$ cat config.mk
export PLATFORM = sky130hd
export DESIGN_NAME = la_ioanalog_arb
export DESIGN_NICKNAME = d
export VERILOG_FILES = /design/src/rtl/la_ioanalog_arb.sv
export SDC_FILE = /design/constraint.sdc
export NUM_CORES = 1
export LEC_CHECK = 0
export BUFFER_PORTS_ARGS = -buffer_cell sky130_fd_sc_hd__buf_2
export CAP_MARGIN = 10
export CORE_MARGIN = 2
export CORE_UTILIZATION = 63
export DETAILED_ROUTE_END_ITERATION = 16
export PLACE_DENSITY = 0.85
export SYNTH_ARGS = -nofsm -noshare
export SYNTH_HDL_FRONTEND = slang
export SYNTH_SLANG_ARGS = --single-unit
$ cat constraint.sdc
create_clock -name clk -period 5.14 [get_ports clk]
set_input_delay 0.514 -clock clk [delete_from_list [all_inputs] [get_ports clk]]
set_output_delay 0.514 -clock clk [all_outputs]
set_load 0.01 [all_outputs]
$ cat src/rtl/la_ioanalog_arb.sv
// Arbiter/sequencer for the shared analog passthrough pad: round-robin owner
// selection, one-hot tap switch enables with settle and break-before-make timing.
module la_ioanalog_arb #(
    parameter int REQS    = 4,
    parameter int SETTLE  = 4,
    parameter int BBM     = 2,
    parameter int MAXHOLD = 0
) (
    input  logic                      clk,
    input  logic                      nreset,
    input  logic [REQS-1:0]           req,
    input  logic [2*REQS-1:0]         tap,
    output logic [REQS-1:0]           gnt,
    output logic [2:0]                sw_en,
    output logic [$clog2(REQS)-1:0]   owner,
    output logic                      busy,
    output logic                      preempt,
    output logic                      err
);

    localparam int OW = $clog2(REQS);

    typedef enum logic [1:0] {
        ST_IDLE   = 2'd0,
        ST_SETTLE = 2'd1,
        ST_GRANT  = 2'd2,
        ST_BREAK  = 2'd3
    } state_t;

    state_t        state;
    logic [OW-1:0] ptr;
    logic [7:0]    cnt;
    logic [15:0]   hcnt;

    logic          win_found;
    logic [OW-1:0] win_idx;
    logic          scan_err;
    logic          other_valid;
    logic [OW-1:0] next_ptr;

    function automatic logic [2:0] tap_dec(input logic [1:0] t);
        return 3'b001 << t;
    endfunction

    // Round-robin scan from ptr; invalid-tap requesters passed before the winner flag err.
    always_comb begin
        int idx;
        idx       = 0;
        win_found = 1'b0;
        win_idx   = '0;
        scan_err  = 1'b0;
        for (int k = 0; k < REQS; k++) begin
            idx = int'(ptr) + k;
            if (idx >= REQS) idx = idx - REQS;
            if (!win_found && req[idx]) begin
                if (tap[2*idx +: 2] == 2'd3) begin
                    scan_err = 1'b1;
                end else begin
                    win_found = 1'b1;
                    win_idx   = idx[OW-1:0];
                end
            end
        end
    end

    always_comb begin
        other_valid = 1'b0;
        for (int j = 0; j < REQS; j++) begin
            if (j != int'(owner) && req[j] && tap[2*j +: 2] != 2'd3) other_valid = 1'b1;
        end
    end

    assign next_ptr = (int'(owner) == REQS - 1) ? '0 : owner + OW'(1);

    always_ff @(posedge clk) begin
        if (!nreset) begin
            state   <= ST_IDLE;
            ptr     <= '0;
            cnt     <= '0;
            hcnt    <= '0;
            gnt     <= '0;
            sw_en   <= '0;
            owner   <= '0;
            busy    <= 1'b0;
            preempt <= 1'b0;
            err     <= 1'b0;
        end else begin
            preempt <= 1'b0;
            err     <= 1'b0;
            case (state)
                ST_IDLE: begin
                    err <= scan_err;
                    if (win_found) begin
                        state <= ST_SETTLE;
                        owner <= win_idx;
                        sw_en <= tap_dec(tap[2*win_idx +: 2]);
                        cnt   <= '0;
                        busy  <= 1'b1;
                    end
                end
                ST_SETTLE: begin
                    if (!req[owner]) begin
                        state <= ST_BREAK;
                        sw_en <= '0;
                        cnt   <= '0;
                        ptr   <= next_ptr;
                    end else if (cnt == 8'(SETTLE - 1)) begin
                        state        <= ST_GRANT;
                        gnt          <= '0;
                        gnt[owner]   <= 1'b1;
                        hcnt         <= 16'd1;
                    end else begin
                        cnt <= cnt + 8'd1;
                    end
                end
                ST_GRANT: begin
                    // A release wins over a simultaneous preemption condition.
                    if (!req[owner]) begin
                        state <= ST_BREAK;
                        gnt   <= '0;
                        sw_en <= '0;
                        cnt   <= '0;
                        ptr   <= next_ptr;
                    end else if (MAXHOLD != 0 && hcnt >= 16'(MAXHOLD) && other_valid) begin
                        state   <= ST_BREAK;
                        gnt     <= '0;
                        sw_en   <= '0;
                        cnt     <= '0;
                        ptr     <= next_ptr;
                        preempt <= 1'b1;
                    end else if (hcnt != 16'hffff) begin
                        hcnt <= hcnt + 16'd1;
                    end
                end
                ST_BREAK: begin
                    if (cnt == 8'(BBM - 1)) begin
                        state <= ST_IDLE;
                        busy  <= 1'b0;
                    end else begin
                        cnt <= cnt + 8'd1;
                    end
                end
                default: state <= ST_IDLE;
            endcase
        end
    end

endmodule

==> results.md <==
- Finished Cell Area: ~0.0022 mm2
- Slew Viols, Final: 0
- Critical Path End Type: register
- Buffers on Ports: 24
- Overall routing resource usage: about a quarter
- Initial Util: 66.3%
- Flops & latches, synth: 23
- Reg2Reg Depth: 9
- Most common cell in the synthesized netlist: nand2_1
- Root Buffer: clkbuf_4
- Commonest cells post-synth: nand2_1 (30), dfxtp_1 (23), nor2_1 (20), ha_1 (16), nand3_1 (14)
- Crit Reg-Reg Startpoint: ptr[1]
- Htree depth: 1
- Max-cap check violation count: 0
- Type of the worst min-delay path: register to register
- Actual slew at the worst max-slew pin: 0.707 ns
- Met3 wire len: 179 um
- Worst Path Arrival: 4.00 ns
- Netlist Area Pre-Place: between 0.002 and 0.0025 mm2
- Crit path launch type: register
- Via count: between 1500 and 2000
- Max_slew headroom: 52.5%
- Antenna diode count: 0
- CTS Buf Count: 3
- Slowest CP cell: dfxtp_1
- Critical path class: register to register
- TritonCTS clock tree: yes
- Layout Utilization: between 70% and 80%
- Register area share after synthesis: 22.7%
- EDFF count, synth: 0
- Cells after Synth: around 250
- Final TNS setup: 0 ns
- Final Cycle Share: 73.6%
- Critical path fanouts, max: 14
- First-pass GRT wire length: 7070 um
- Power per cell area: 503 mW/mm2
- Die Wd: a little over 60 um
- Wirelength, routed: 4240 um
- Die H: just over 60 um
- Drt via density: between 6 and 7
- Io pins: 26
- Die ar.: ~0.0037 mm2
- WP data required: around 5.4 ns
- Synth unique cells: between 50 and 60
- Setup bufs post-CTS: 0
- Cts hold-fix bufs: 0
- Final ANT Viol Nets: 0
- Ys flop type: dfxtp_1
- Global placement routability congestion: 0.869
- Vias in the first global route: 1659
- Total gr overflow: 0
- Yosys warnings: 0
- Clock buffer depth: 2
- Clock Skews: ~0.0096 ns
- Post-synth ARST share: 0%
- Static Leak: roughly 0.94 nW
- Core Rows: 20
- Met2 routed WL: roughly 2000 um
- # setup viols final: 0
- R2R Path End: sw_en[2]
- Post-route DRC violation count: 0
- Starting DRT DRC Count: between 100 and 150
- Hold_sp: gnt[1]
- Met1 wire length: a little under 2000 um
- FMAX: around 260 MHz
- CP max stage delay: between 0.6 and 0.7 ns
- Worst hold path cell count: 2
- CTS resizes: 0
- Cell accounting for the most synthesized area: dfxtp_1
- Core Area: slightly above 0.003 mm2
- Crit path time final: 3.78 ns
- Clock Latency Late Sink: 0.32 ns
- Syn nets: ~280
- Synth top area share: 22.7%
- Maximum vdd drop: 0.352 mV
- Layout cell share with drive strength beyond 1: between 10% and 20%
- Status: finished, final reports clean
- Nets: 294
- Sink Count: 23
- Overall Power: between 1 and 1.5 mW
- Clock slew at the register clock pins of the worst setup and hold paths: ~0.13 ns
- RSZ-0062 raised after global routing: no
- Wire per inst: 13.8 um
- Top Layer Used: met4
- Area growth, synth to finish: 6.61%
- Final hold vios: 0
- Largest net degree at the start of global routing: 31
- First drt pass iteration count: 5
- WHS Endpoint: gnt[1]
- Placed cell areas: approximately 0.0021 mm2
- Avg Inst Size Synth: around 8.2 um2
- Initial antenna violation count: 0
- Reg2reg setup slack: approximately 1.4 ns
- Area contributors post-synth: dfxtp_1 (23%), ha_1 (9.9%), mux4_2 (5.6%)
- Critical-path cell list: inv_1 > ha_1 > mux4_2 > o21ai_1 > nand3_1 > mux2i_1 > or3_1 > mux2_2 > a22o_1
- Dpl hpwl: approximately 3300 um
## worst max path at each step
stage	cells past startpoint	endpoint	slack, ns	from
2_1_floorplan	12	sw_en[2]	1.88	ptr[0]
3_3_place_gp	9	sw_en[2]	1.56	ptr[1]
3_5_place_dp	9	sw_en[2]	1.42	ptr[1]
4_1_cts	9	sw_en[2]	1.41	ptr[1]
5_1_grt	9	sw_en[2]	1.14	ptr[1]
6_report	9	sw_en[2]	1.36	ptr[1]
## logic make-up after synthesis
family                   synth area share (%)
multiplexers                             12.3
adder cells (fa/ha/maj)                  9.89
AO/OA/AOI/OAI                            22.5
buffers and inverters                    5.93
flip-flops                               22.7
XOR/XNOR                                 2.60
other                                   0.185
AND/OR/NAND/NOR                          23.9
## report_power, final
part | leakage [nW] | switching, mW | internal, mW | total, mW
registers | 0.187 | 0.0362 | 0.217 | 0.253
clock network | 0.0150 | 0.0547 | 0.0303 | 0.0850
logic | 0.738 | 0.434 | 0.313 | 0.747
total | 0.940 | 0.525 | 0.560 | 1.08
## final cells by class
type                    count  area (um2)
multi-input cells         199        1440
fillers                   269         895
flip-flops and latches     23         460
repair buffers             25         128
well taps                  44        55.1
inverters                  12        45.0
clock buffers               4        26.3
## worst max-delay path, delay by kind of cell (launching register included)
| kind | cells | cell delay (ns) |
|---|---|---|
| AO/OA/AOI/OAI | 2 | 0.56 |
| AND/OR/NAND/NOR | 2 | 0.73 |
| buffers and inverters | 1 | 0.18 |
| multiplexers | 3 | 1.06 |
| adder cells (fa/ha/maj) | 1 | 0.52 |
| flip-flops | 1 | 0.64 |
## flip-flops by register name, summed over array words and instances (netlist names)
| register | count |
|---|---|
| gnt | 4 |
| state | 2 |
| owner | 2 |
| cnt | 8 |
| ptr | 2 |
| busy | 1 |
| err | 1 |
| sw_en | 3 |
## cell usage in the layout, fill, tap and decap left out, drive strengths merged, types with 4 or more instances in the layout
cell type	n
nand4	4
a211oi	7
or3	6
nor2	20
nand4b	4
nand3	14
mux4	5
a41o	4
dfxtp	23
clkbuf	4
a21oi	13
inv	12
buf	25
a2111oi	4
xor2	6
o21ai	10
ha	16
mux2i	9
and3	4
nand2	30
## metal layers
layer | up-vias | GRT usage, %
li1 | 950 | -
met1 | 870 | 33.3
met2 | 64 | 41.2
met3 | 7 | 2.13
met4 | 0 | 10.9
met5 | - | 0
## metrics by stage
| step | std cells | hold slack [ns] | setup slack (ns) |
|---|---|---|---|
| 2_1_floorplan | 246 | 0.470 | 1.88 |
| 3_3_place_gp | 303 | 0.437 | 1.56 |
| 3_5_place_dp | 303 | 0.443 | 1.42 |
| 4_1_cts | 307 | 0.459 | 1.41 |
| 5_1_grt | 307 | 0.474 | 1.14 |
| 6_report | 307 | 0.455 | 1.36 |
No activity file was read; power rests on OpenSTA's default activity.
